**config.mk**
```make
export PLATFORM = sky130hd
export DESIGN_NAME = raster_plot_sequencer
export DESIGN_NICKNAME = d
export VERILOG_FILES = /design/src/rtl/plotter_pkg.sv /design/src/rtl/step_burst.sv /design/src/rtl/raster_plot_sequencer.sv
export SDC_FILE = /design/constraint.sdc
export NUM_CORES = 1
export LEC_CHECK = 0
export CORE_MARGIN = 1.5
export CORE_UTILIZATION = 25
export DETAILED_ROUTE_END_ITERATION = 16
export GPL_TIMING_DRIVEN = 0
export MAX_ROUTING_LAYER = met4
export PLACE_DENSITY = 0.53
export REMOVE_ABC_BUFFERS = 1
export SYNTH_ARGS = -nofsm -noshare
export SYNTH_HDL_FRONTEND = slang
export SYNTH_HIERARCHICAL = 1
export SYNTH_SLANG_ARGS = --single-unit
```
**constraint.sdc**
```tcl
create_clock -name clk_100mhz -period 6.24 [get_ports clk_100mhz]
set_clock_uncertainty 0.1 [all_clocks]
set_input_delay 1.872 -clock clk_100mhz [delete_from_list [all_inputs] [get_ports clk_100mhz]]
set_output_delay 1.872 -clock clk_100mhz [all_outputs]
set_load 0.1 [all_outputs]
```
**src/rtl/plotter_pkg.sv**
```systemverilog
// Shared definitions for the raster plot sequencer.
//   state_t            : sequencer state, 4-bit encoding mirrored on state_out
//   AXIS_X / AXIS_Y    : step_axis_out values
//   DIR_POS / DIR_NEG  : step_dir_out values (1 = positive)
//   width_of()         : bit width for an index range, never less than 1
package plotter_pkg;

    typedef enum logic [3:0] {
        ST_IDLE    = 4'd0,
        ST_FETCH   = 4'd1,
        ST_PEN_DN  = 4'd2,
        ST_PEN_UP  = 4'd3,
        ST_ADVANCE = 4'd4,
        ST_STEP_X  = 4'd5,
        ST_STEP_Y  = 4'd6,
        ST_FINISH  = 4'd7
    } state_t;

    localparam logic AXIS_X  = 1'b0;
    localparam logic AXIS_Y  = 1'b1;
    localparam logic DIR_POS = 1'b1;
    localparam logic DIR_NEG = 1'b0;

    // Index width for a range of n values; a single-row image still gets a 1-bit index.
    function automatic int width_of(input int n);
        return (n > 1) ? $clog2(n) : 1;
    endfunction

endpackage

```
**src/rtl/step_burst.sv**
```systemverilog
// Issues a burst of stepper handshakes on one axis.
//   clk, rst      : clock, asynchronous active-high reset
//   go            : one-cycle pulse; latches count/axis/dir and starts the burst
//   count         : number of steps in the burst
//   axis, dir     : axis and direction for every step of the burst
//   abort         : level; stops the burst at the next step boundary
//   step_done     : driver finished the current step (ignored while step_req is low)
//   step_req      : step request level, held until step_done
//   step_axis     : latched axis, stable for the whole burst
//   step_dir      : latched direction, stable for the whole burst
//   burst_done    : one-cycle pulse once the burst has ended (complete or aborted)
module step_burst #(
    parameter int COUNT_W = 4
) (
    input  logic               clk,
    input  logic               rst,
    input  logic               go,
    input  logic [COUNT_W-1:0] count,
    input  logic               axis,
    input  logic               dir,
    input  logic               abort,
    input  logic               step_done,
    output logic               step_req,
    output logic               step_axis,
    output logic               step_dir,
    output logic               burst_done
);

    logic               active;
    logic [COUNT_W-1:0] remaining;

    // NOTE: registered state uses non-blocking assignments so every branch
    // sees the pre-edge values, independent of statement order.
    always_ff @(posedge clk or posedge rst) begin
        if (rst) begin
            active     <= 1'b0;
            step_req   <= 1'b0;
            step_axis  <= 1'b0;
            step_dir   <= 1'b0;
            remaining  <= '0;
            burst_done <= 1'b0;
        end else begin
            burst_done <= 1'b0;
            if (!active) begin
                if (go) begin
                    active    <= 1'b1;
                    step_req  <= 1'b1;
                    remaining <= count;
                    step_axis <= axis;
                    step_dir  <= dir;
                end
            end else if (step_req) begin
                // A started step always runs to completion, even under abort.
                if (step_done) begin
                    step_req  <= 1'b0;
                    remaining <= remaining - 1'b1;
                    if (remaining == COUNT_W'(1) || abort) begin
                        active     <= 1'b0;
                        burst_done <= 1'b1;
                    end
                end
            end else begin
                // Mandatory low cycle between steps; abort can end the burst here.
                if (abort) begin
                    active     <= 1'b0;
                    burst_done <= 1'b1;
                end else begin
                    step_req <= 1'b1;
                end
            end
        end
    end

endmodule

```
**src/rtl/raster_plot_sequencer.sv**
```systemverilog
// Walks a raster image in serpentine order, dropping the pen on marked pixels
// and stepping the X/Y carriage between pixels.
//   clk_100mhz, rst_in          : clock, asynchronous active-high reset
//   start_in, abort_in          : one-cycle command pulses
//   pixel_req_out/x/y           : pixel fetch request and its coordinates
//   pixel_valid_in/value_in     : pixel response (1 = mark)
//   step_req_out/axis/dir       : stepper handshake to the drivers
//   step_done_in                : driver step completion
//   pen_down_out                : pen solenoid command
//   busy_out, done_out          : activity level and end-of-plot pulse
//   state_out                   : current state encoding for LEDs
module raster_plot_sequencer
    import plotter_pkg::*;
#(
    parameter int IMG_W             = 64,
    parameter int IMG_H             = 64,
    parameter int STEPS_PER_PIXEL   = 8,
    parameter int PEN_SETTLE_CYCLES = 5_000_000
) (
    input  logic                       clk_100mhz,
    input  logic                       rst_in,
    input  logic                       start_in,
    input  logic                       abort_in,
    output logic                       pixel_req_out,
    output logic [width_of(IMG_W)-1:0] pixel_x_out,
    output logic [width_of(IMG_H)-1:0] pixel_y_out,
    input  logic                       pixel_valid_in,
    input  logic                       pixel_value_in,
    output logic                       step_req_out,
    output logic                       step_axis_out,
    output logic                       step_dir_out,
    input  logic                       step_done_in,
    output logic                       pen_down_out,
    output logic                       busy_out,
    output logic                       done_out,
    output logic [3:0]                 state_out
);

    localparam int XW      = width_of(IMG_W);
    localparam int YW      = width_of(IMG_H);
    localparam int DWELL_W = $clog2(PEN_SETTLE_CYCLES + 1);
    localparam int STEP_W  = $clog2(STEPS_PER_PIXEL + 1);

    localparam logic [XW-1:0]      X_LAST     = XW'(IMG_W - 1);
    localparam logic [YW-1:0]      Y_LAST     = YW'(IMG_H - 1);
    localparam logic [DWELL_W-1:0] DWELL_LAST = DWELL_W'(PEN_SETTLE_CYCLES - 1);
    localparam logic [STEP_W-1:0]  STEP_COUNT = STEP_W'(STEPS_PER_PIXEL);

    state_t             state;
    logic [XW-1:0]      x;
    logic [YW-1:0]      y;
    logic               dir;
    logic               abort_pending;
    logic [DWELL_W-1:0] dwell;

    logic abort_any;
    logic row_end;
    logic burst_go;
    logic burst_axis;
    logic burst_dir;
    logic burst_done;

    // NOTE: every signal driven here gets a default first, so no path can
    // leave it unassigned and infer a latch.
    always_comb begin
        abort_any  = abort_in | abort_pending;
        row_end    = (dir == DIR_POS) ? (x == X_LAST) : (x == '0);
        burst_go   = 1'b0;
        burst_axis = AXIS_X;
        burst_dir  = dir;
        // The burst is launched from the ADVANCE decision so its request
        // rises on the same edge that enters STEP_X/STEP_Y.
        if (state == ST_ADVANCE && !abort_any) begin
            if (!row_end) begin
                burst_go = 1'b1;
            end else if (y != Y_LAST) begin
                burst_go   = 1'b1;
                burst_axis = AXIS_Y;
                burst_dir  = DIR_POS;
            end
        end
    end

    always_ff @(posedge clk_100mhz or posedge rst_in) begin
        if (rst_in) begin
            state         <= ST_IDLE;
            x             <= '0;
            y             <= '0;
            dir           <= DIR_POS;
            abort_pending <= 1'b0;
            dwell         <= '0;
        end else begin
            // Abort is remembered until FINISH so handshakes in flight can complete.
            if (abort_in && state != ST_IDLE && state != ST_FINISH)
                abort_pending <= 1'b1;

            case (state)
                ST_IDLE: begin
                    if (start_in) begin
                        x     <= '0;
                        y     <= '0;
                        dir   <= DIR_POS;
                        state <= ST_FETCH;
                    end
                end
                ST_FETCH: begin
                    if (pixel_valid_in) begin
                        if (abort_any) begin
                            state <= ST_FINISH;
                        end else if (pixel_value_in) begin
                            dwell <= '0;
                            state <= ST_PEN_DN;
                        end else begin
                            state <= ST_ADVANCE;
                        end
                    end
                end
                ST_PEN_DN: begin
                    if (abort_any) begin
                        state <= ST_FINISH;
                    end else if (dwell == DWELL_LAST) begin
                        dwell <= '0;
                        state <= ST_PEN_UP;
                    end else begin
                        dwell <= dwell + 1'b1;
                    end
                end
                ST_PEN_UP: begin
                    if (abort_any) begin
                        state <= ST_FINISH;
                    end else if (dwell == DWELL_LAST) begin
                        dwell <= '0;
                        state <= ST_ADVANCE;
                    end else begin
                        dwell <= dwell + 1'b1;
                    end
                end
                ST_ADVANCE: begin
                    if (abort_any)             state <= ST_FINISH;
                    else if (!row_end)         state <= ST_STEP_X;
                    else if (y != Y_LAST)      state <= ST_STEP_Y;
                    else                       state <= ST_FINISH;
                end
                ST_STEP_X: begin
                    if (burst_done) begin
                        if (abort_any) begin
                            state <= ST_FINISH;
                        end else begin
                            x     <= (dir == DIR_POS) ? x + 1'b1 : x - 1'b1;
                            state <= ST_FETCH;
                        end
                    end
                end
                ST_STEP_Y: begin
                    if (burst_done) begin
                        if (abort_any) begin
                            state <= ST_FINISH;
                        end else begin
                            // Serpentine: the next row starts at the same column, reversed.
                            y     <= y + 1'b1;
                            dir   <= (dir == DIR_POS) ? DIR_NEG : DIR_POS;
                            state <= ST_FETCH;
                        end
                    end
                end
                ST_FINISH: begin
                    abort_pending <= 1'b0;
                    state         <= ST_IDLE;
                end
                default: state <= ST_IDLE;
            endcase
        end
    end

    step_burst #(
        .COUNT_W (STEP_W)
    ) u_step_burst (
        .clk        (clk_100mhz),
        .rst        (rst_in),
        .go         (burst_go),
        .count      (STEP_COUNT),
        .axis       (burst_axis),
        .dir        (burst_dir),
        .abort      (abort_any),
        .step_done  (step_done_in),
        .step_req   (step_req_out),
        .step_axis  (step_axis_out),
        .step_dir   (step_dir_out),
        .burst_done (burst_done)
    );

    // Outputs decode directly from the state register, so the asynchronous
    // reset clears them without waiting for a clock edge.
    assign pixel_req_out = (state == ST_FETCH);
    assign pixel_x_out   = x;
    assign pixel_y_out   = y;
    assign pen_down_out  = (state == ST_PEN_DN);
    assign busy_out      = (state != ST_IDLE);
    assign done_out      = (state == ST_FINISH);
    assign state_out     = state;

endmodule

```
==> impl_summary.md, run 1 <==
Outcome
The flow did not finish. The failing step is detailed routing (5_2_route). The first error in the log reads "[ERROR DRT-0255] Maze Route cannot find path of net clk_100mhz in worker of routeBox ( 96600 0 ) ( 115635 48300 )".

Clock tree
The number of buffers added to fix hold violations after cts is 0. The clock tree synthesis step divided the H-tree into 2 levels. The number of clock sinks seen by CTS is 49. Buffers added to address setup during post-CTS repair amount to 0.

Gates resized during post-CTS repair numbered 0. The maximum clock path buffer count is 2. The root buffer cell chosen for the clock tree is clkbuf_16. The number of buffers inserted during clock tree synthesis is 5.

Floorplan
The initialized floorplan defines 40 standard-cell rows. The width of the chip is 116 um. The number of I/O pins is 30. The height of the die is 116 um. Once the floorplan was initialized, standard cells occupied 26.0% of the core.

Synthesis
The mean post-synth cell area is 8.99 um^2. Of the post-synthesis cell area, the dominant cell type holds 37.9%. The most common flop cell mapped by yosys is dfrtp_1. The total number of yosys warnings is 6. The post-synthesis cell count is 353. Summed over all instances, the cell type with the most area after synthesis is dfrtp_1. Of all flip-flops after synthesis, the portion carrying an async set or reset was 100%. Synthesis inferred 49 register bits. The number of flops mapped to enable cells by yosys is 0. The number of distinct standard cells referenced by the synthesized netlist is 64. The cell area after technology mapping is 3170 um^2. After synthesis, the cell types taking the most area are dfrtp_1 (38%), o21ai_0 (4.3%), nor2_1 (4.0%). The proportion of synthesized chip area in sequential cells is 38.7%.

Place
Port buffering added 28 buffers. The placer congestion estimate is 0.788. The worst slack after detailed placement is 1400 ps. The number of placed instances, taps included is 539.

After legalization and detailed placement, the total HPWL measured 5.72 mm. Summing all placed instances gives a cell area of 3610 um^2.

Global routing
The remaining global-route overflow is 0. The global-route usage over all layers is 13.5%. The wire length of the first global-routing pass is 14.1 mm. The number of antenna violations at the first check in global routing is 0. The via count of the first global-routing pass came to 2762. Entering global routing, the biggest net connects 41 pins.
[cell families after synthesis]
| group | share of synthesized area (%) |
|---|---|
| AO/OA/AOI/OAI | 20.4 |
| XOR/XNOR | 4.14 |
| adder cells (fa/ha/maj) | 3.79 |
| buffers and inverters | 3.87 |
| flip-flops | 38.7 |
| multiplexers | 0.316 |
| other | 0.237 |
| AND/OR/NAND/NOR | 28.6 |
[Yosys cell counts (2+ instances only)]
master / count
nand4_1: 11
o41ai_1: 2
nor4b_1: 5
xnor2_1: 8
o22ai_1: 2
and2_1: 2
o211ai_1: 4
clkbuf_1: 5
and4_1: 3
and3_1: 6
a21oi_1: 13
or4b_2: 3
conb_1: 2
dfrtp_1: 48
a31oi_1: 4
nor2_1: 34
nand3b_1: 3
nand2b_1: 3
a22o_1: 9
ha_1: 8
o21ai_0: 27
nand2_1: 25
o31ai_1: 6
xor2_1: 7
a211oi_1: 3
nor3b_1: 8
nor3_1: 9
nor4_2: 2
or3_1: 2
inv_1: 14
nor2b_1: 8
a31o_2: 2
buf_2: 5
nor4_1: 3
a21o_1: 9
or2_2: 2
o221a_2: 2
o211ai_2: 2
buf_4: 3
nand3_1: 14
a22oi_1: 2
[metrics by stage]
stage	hold slack (ps)	util, %
5_1_grt	434	31.0
3_5_place_dp	376	29.5
4_1_cts	405	31.0
3_3_place_gp	381	29.5
2_1_floorplan	401	-
[layer usage]
metal / track usage [%]
met3: 2.41
met2: 21.1
met5: -
met1: 17.9
met4: 4.15
==> inputs of run 2 (changes only) <==
--- a/config.mk
+++ b/config.mk
@@ -6,11 +6,10 @@
 export NUM_CORES = 1
 export LEC_CHECK = 0
 export CORE_MARGIN = 1.5
-export CORE_UTILIZATION = 25
+export CORE_UTILIZATION = 20
 export DETAILED_ROUTE_END_ITERATION = 16
 export GPL_TIMING_DRIVEN = 0
-export MAX_ROUTING_LAYER = met4
-export PLACE_DENSITY = 0.53
+export PLACE_DENSITY_LB_ADDON = 0.15
 export REMOVE_ABC_BUFFERS = 1
 export SYNTH_ARGS = -nofsm -noshare
 export SYNTH_HDL_FRONTEND = slang
==> impl_summary.md, run 2 <==
Outcome
The flow ran to the end, and the final reports show no timing, DRC or antenna violations.

Cells and area
In the final design database the tool counted 395 nets. The filler cells instantiated in the layout total 1650. The register with the most flip-flops in the layout has 23 of them.

Leaving out fill and tap cells, the most frequent cell in the layout is dfrtp_1. In the layout the commonest cells are dfrtp_1 (48), nor2_1 (34), clkdlybuf4s50_1 (28). In the final layout, the multi-input gates occupy 1840 um^2. The register bank with the most flops is dwell. The total inserted antenna cells is 0. The layout overhead on the synthesized area is 22.2%. The sequential cells in the finished layout cover a total of 1230 um^2. Cells fill 25.2% of the core in the end. In the final layout, the share of cells above drive strength 1 is 9.47%.

Clock tree
After clock tree synthesis, the flow added hold-fix buffers numbering 0. For this design, the sink count on the clock tree is 49. Gates resized during post-CTS repair numbered 0. The post-CTS setup buffer count is 0.

CTS built an H-tree with a depth of 2. In this run the deepest clock path goes through 2 buffers. The root buffer cell chosen for the clock tree is clkbuf_16. The number of buffers inserted during clock tree synthesis is 5.

The clock latency on the worst-skew pair is 300 ps. The TritonCTS clock tree is built. Clock-pin slew was measured on the worst setup and hold paths at 70 ps.

Place
Detailed placement ended at an HPWL of 6.25 mm. The congestion estimate from routability-driven global placement came to 0.754. Input and output buffers added on the ports amount to 28. The worst slack after detailed placement is 1810 ps.

Setup path
For the worst setup path, the data arrival time is 2690 ps. The capturing element type of the critical path is an output pin. The kind of critical path is flop to output pin.

The critical path launch point type is a flop. The required time of the critical path is 4270 ps. The highest net fanout along the worst path is 22.

Power
The leakage power is 1.58 nW. The power density over cell area is 460 nW/um^2. The peak supply drop is 0.318 mV.

STA
After routing, the total negative slack on setup checks comes to 0 ps. Setup repair after global routing left no endpoint under its margin. The count of final hold-check violations is 0. The final critical path time including I/O delays and setup is 4660 ps.

The max-slew violation total from the final report was 0. The worst path meets setup with 1580 ps of slack. For the pin with the worst max-slew slack, the measured transition is 982 ps. The count of final setup violators is 0. Headroom to the max-slew limit came out at 34.3%. The share of the clock period used by the worst path after layout is 74.7%. Based on the critical path, the design can be clocked at up to 0.215 GHz. The worst hold margin is 391 ps.

Global routing
The global-route usage over all layers is 11.3%. The pin count of the biggest net entering global routing is 27. The wire length of the first global-routing pass is 15.0 mm. Summed over all layers, the global routing overflow is 0. The number of antenna violations at the first check in global routing is 0. The via count of the first global-routing pass is 2820.

Synthesis
The mean post-synth cell area is 8.99 um^2. Of all flip-flops after synthesis, the portion carrying an async set or reset was 100%. Among all cell types in the netlist, the one instantiated most often is dfrtp_1. The post-synthesis cell count is 353.

After synthesis, the netlist uses 64 different library cells. By count the netlist is led by dfrtp_1 (48), nor2_1 (34), o21ai_0 (27), nand2_1 (25). The number of flops mapped to enable cells by yosys is 0. dfrtp_1 takes more of the synthesized area than any other cell. The area fraction of the dominant cell type after synthesis is 37.9%. The most common flop cell mapped by yosys is dfrtp_1.

The total number of yosys warnings is 6. The synthesized design contains 49 register bits. By area the synthesized netlist is led by dfrtp_1 (38%), o21ai_0 (4.3%), nor2_1 (4.0%). The share of the Yosys chip area taken by registers is 38.7%. The cell area after technology mapping is 3170 um^2.

Floorplan
The floorplan has 45 rows. Pin placement for this block handled 30 I/O pins. Measured along the y axis, the die boundary spans 129 um. The die covers 16600 um^2. The starting density of the core is 20.6%.

The core area is 15400 um^2. The width of the chip is 129 um.

Routing
Detailed routing inserted a total of 2756 vias. For this block, the routed nets add up to 8.70 mm of wire. After detailed routing, the number of vias per cell comes to 4.66. The detailed router's first-iteration violation count is 102.

The post-detailed-route count of antenna-violating nets is 0. The DRC violations left is 0. The first-pass detailed-route iteration total is 4. In the final routed layout, each cell accounts on average for 14.7 um.

Job
The max-cap check violation count is 0.

Worst hold path
The class of the tightest hold or removal check is flop to flop.
[run 2: cell counts after synthesis]
Identical to the previous run, type by type.
[run 2: area by class of cell]
cell class	instances	area share, %
clock inverters	3	1.68
flip-flops and latches	49	31.7
multi-input cells	279	47.4
well taps	211	6.81
repair buffers	29	7.75
inverters	15	1.45
clock buffers	5	3.23
[run 2: cell families (layout without fill, tap and decap cells)]
family                   count (synthesis)  count (layout)  share of synthesized area [%]
multiplexers                             1               1                          0.316
flip-flops                              49              49                           38.7
other                                    2               5                          0.237
AND/OR/NAND/NOR                        154             154                           28.6
XOR/XNOR                                15              15                           4.14
buffers and inverters                   28              52                           3.87
AO/OA/AOI/OAI                           95              95                           20.4
adder cells (fa/ha/maj)                  9               9                           3.79
[run 2: path summary, 6_finish.rpt]
| path | start | end | slack (ps) | depth (start not counted) |
|---|---|---|---|---|
| setup / recovery | state_out[0] | pixel_req_out | 1580 | 3 |
| hold / removal | u_step_burst/step_dir | u_step_burst/step_dir | 390 | 2 |
| setup reg to reg | dir | pixel_x_out[5] | 3270 | 7 |
| hold reg to reg | u_step_burst/step_dir | u_step_burst/step_dir | 390 | 2 |
| max in group asynchronous | rst_in | dir | 3700 | 3 |
| min in group asynchronous | rst_in | dwell[3] | 1800 | 2 |
[run 2: per-layer routing]
layer | track usage [%] | wire length [um]
met2 | 17.5 | 3930
met3 | 2.45 | 311
met1 | 16.0 | 4360
met4 | 2.84 | 104
met5 | 0 | 0
[run 2: report_power, final]
part | internal [mW] | switching, mW
Clock | 0.229 | 0.130
Sequential | 0.387 | 0.143
Combinational | 0.278 | 0.615
Total | 0.894 | 0.888
[run 2: metrics by stage]
step                      power (mW)  std cells  area (um^2)
after detailed placement        1.43        583         3690
after CTS                       1.80        591         3880
after global routing            1.90        591         3880
final                           1.78        591         3880
after global placement          1.42        582         3660
after floorplan                 1.19        343         3120
[run 2: worst max-delay path: stages, from the launching register on]
cell	delay, ps
dfrtp_1	830
nand2b_1	220
nor2_1	180
clkdlybuf4s50_1	1160
(Power assumes the default switching activity.)
==> inputs of run 3 (changes only) <==
==> constraint.sdc (replaced) <==
create_clock -name clk_100mhz -period 4.67 [get_ports clk_100mhz]
set_clock_uncertainty 0.1 [all_clocks]
set_input_delay 1.401 -clock clk_100mhz [delete_from_list [all_inputs] [get_ports clk_100mhz]]
set_output_delay 1.401 -clock clk_100mhz [all_outputs]
set_load 0.1 [all_outputs]
==> results of run 3 <==
The final DEF is identical to that of run 2. Status: complete, no violations.
Main changes from that run: setup slack after placement 1810 ps -> 707 ps; setup slack after layout 1580 ps -> 483 ps; register-to-register setup slack 3270 ps -> 1700 ps; total power 1.78 mW -> 2.38 mW; worst IR drop on VDD 0.318 mV -> 0.425 mV
==> inputs of run 4 (changes only) <==
--- a/config.mk
+++ b/config.mk
@@ -5,6 +5,8 @@
 export SDC_FILE = /design/constraint.sdc
 export NUM_CORES = 1
 export LEC_CHECK = 0
+export CAP_MARGIN = 0
+export CORE_ASPECT_RATIO = 0.7
 export CORE_MARGIN = 1.5
 export CORE_UTILIZATION = 20
 export DETAILED_ROUTE_END_ITERATION = 16
@@ -15,3 +17,4 @@
 export SYNTH_HDL_FRONTEND = slang
 export SYNTH_HIERARCHICAL = 1
 export SYNTH_SLANG_ARGS = --single-unit
+export TNS_END_PERCENT = 30
==> impl_summary.md, run 4 (synthesized netlist as in run 2, its figures left out) <==
Outcome
The run finished with clean final reports.

STA
The max-slew violation total from the final report is 0. Adding up every negative setup slack in the final design gives 0 ps. The smallest clock period supported by the final layout is computed as 4170 ps. The share of the clock period used by the worst path after layout is 89.4%. The count of final setup violators is 0. For the pin with the worst max-slew slack, the measured transition is 983 ps. Setup repair after global routing left no endpoint under its margin.

On the final layout, the worst hold slack is 384 ps. The count of final hold-check violations is 0. The worst pin sits at a relative slew slack of 34.3%. Derived from the worst setup path, the maximum achievable clock frequency is 0.240 GHz.

Clock tree
The clock latency on the worst-skew pair is 290 ps. The TritonCTS clock tree is built. Clock-pin slew was measured on the worst setup and hold paths at 70 ps. The post-CTS setup buffer count is 0. The root cell of the clock tree is clkbuf_16. The number of buffers inserted during clock tree synthesis is 5. The maximum clock path buffer count is 2. The number of cells upsized or downsized after cts is 0.

The number of H-tree levels is 2. Buffers inserted to repair hold after CTS numbered 0. Counting every sink on the clock net gives 49.

Global routing
The number of antenna violations at the first check in global routing is 0. The via count of the first global-routing pass is 2681. Global routing consumed, over all layers together, 11.2% of the routing resources. For this run the aggregate overflow at the end of global routing stands at 0. The pin count of the biggest net entering global routing is 26.

The wire length of the first global-routing pass is 14.8 mm.

Setup path
The required time of the critical path is 3170 ps. The signal on the critical path passes through nand2b_1 -> nor2_1 -> clkdlybuf4s50_1. STA classifies the critical path endpoint as an output pin. For this run, the slowest stage of the critical path takes 1160 ps. The critical path launch point type is a flop. The standard cell with the maximum stage delay on the critical path is clkdlybuf4s50_1. The critical path data arrival time is 2670 ps. The setup path with the least slack is of type flop to output pin.

The highest net fanout along the worst path is 22.

Worst hold path
The worst hold path belongs to the class flop to flop.

Place
The post-DP HPWL is 6.52 mm. The placer congestion estimate is 0.742. The number of port buffers is 28. The number of placed instances, taps included is 572.

Job
The max-cap check violation count is 0.

Cells and area
The area growth from synthesis to layout is 21.0%. The register bank with the most flops is dwell. Leaving out fill and tap cells, the most frequent cell in the layout is dfrtp_1.

Excluding fillers, the count of instances in the completed layout stands at 580. The register with the most flip-flops in the layout has 23 of them. In the final layout, the share of cells above drive strength 1 is 9.47%. The total inserted antenna cells is 0. The number of filler cells placed in the layout is 1683. Leaving out fill and tap cells, the most frequent cells in the layout are dfrtp_1 (48), nor2_1 (34), clkdlybuf4s50_1 (28). The number of nets at the end of the flow is 395.

Floorplan
The width of the chip is 154 um. The floorplan step defined a die boundary enclosing 16600 um^2. The initial utilization of the core area, before any placement, comes to 20.5%. The total area inside the core boundary comes to 15500 um^2.

The height of the die is 108 um. 30 I/O pins were placed. The number of rows in the core area is 38.

Routing
The post-detailed-route count of antenna-violating nets is 0. The DRC violations left is 0. Dividing the detail-routed wire length by the instance count gives 15.3 um. In this run, the number of DRC markers left after iteration 0 of detailed routing was 257.

Detailed routing inserted a total of 2736 vias. The first-pass detailed-route iteration total is 4. The detailed-route vias per instance is 4.72. The final layout contains routed wiring with a total length of 8.87 mm.

Power
The worst-case IR drop observed on VDD is 0.225 mV. The leakage power is 1.57 nW. The power density over cell area is 598 nW/um^2.
## run 4: cell count changes in the layout (fill, tap and decap cells not counted)
cell	delta
buf_12	-1
buf_16	+1
clkbuf_8	+2
bufinv_16	-2
## run 4: worst paths after layout
kind                            cells past startpoint                endpoint                   start  slack (ps)
max in group asynchronous                           3                     dir                  rst_in        2480
worst min register to register                      2  u_step_burst/step_axis  u_step_burst/step_axis         380
worst min-delay path                                2  u_step_burst/step_axis  u_step_burst/step_axis         380
worst max-delay path                                3           pixel_req_out            state_out[0]         500
min in group asynchronous                           2  u_step_burst/step_axis                  rst_in        1330
worst max register to register                      7          pixel_x_out[5]                     dir        1820
## run 4: cell type report
class                           count  area, um^2  area share, %
Clock buffer                        7         153           3.98
Clock inverter                      1        5.00          0.130
Inverter                           15        56.3           1.47
Multi-Input combinational cell    279        1840           47.9
Sequential cell                    49        1230           32.0
Tap cell                          200         250           6.52
Timing Repair Buffer               29         308           8.02
## run 4: routing by layer
layer  track usage (%)  vias up  wire (um)
met5                 0        -          0
met4              2.50        0         59
met3              1.92        6        254
met2              15.7       35       3490
met1              17.5     1344       5070
li1                  -     1351          -
## run 4: per-stage QoR
step	setup WS (ps)	instance area (um^2)	util, %	power [mW]
2_1_floorplan	445	3120	-	1.59
3_3_place_gp	173	3650	23.5	1.90
3_5_place_dp	728	3680	23.7	1.91
4_1_cts	479	3840	24.8	2.31
5_1_grt	334	3840	24.8	2.44
6_report	495	3840	24.8	2.29
## run 4: worst max-delay path, delay by kind of cell (launching register included)
family | cells | cell delay [ps]
and+or+nand+nor | 2 | 380
DFF | 1 | 840
buffers and inverters | 1 | 1160
## run 4: where the power goes
part / internal [mW] / total (mW) / switching, mW
clock network: 0.227 / 0.392 / 0.164
logic: 0.372 / 1.19 / 0.818
registers: 0.517 / 0.712 / 0.195
total: 1.12 / 2.29 / 1.18
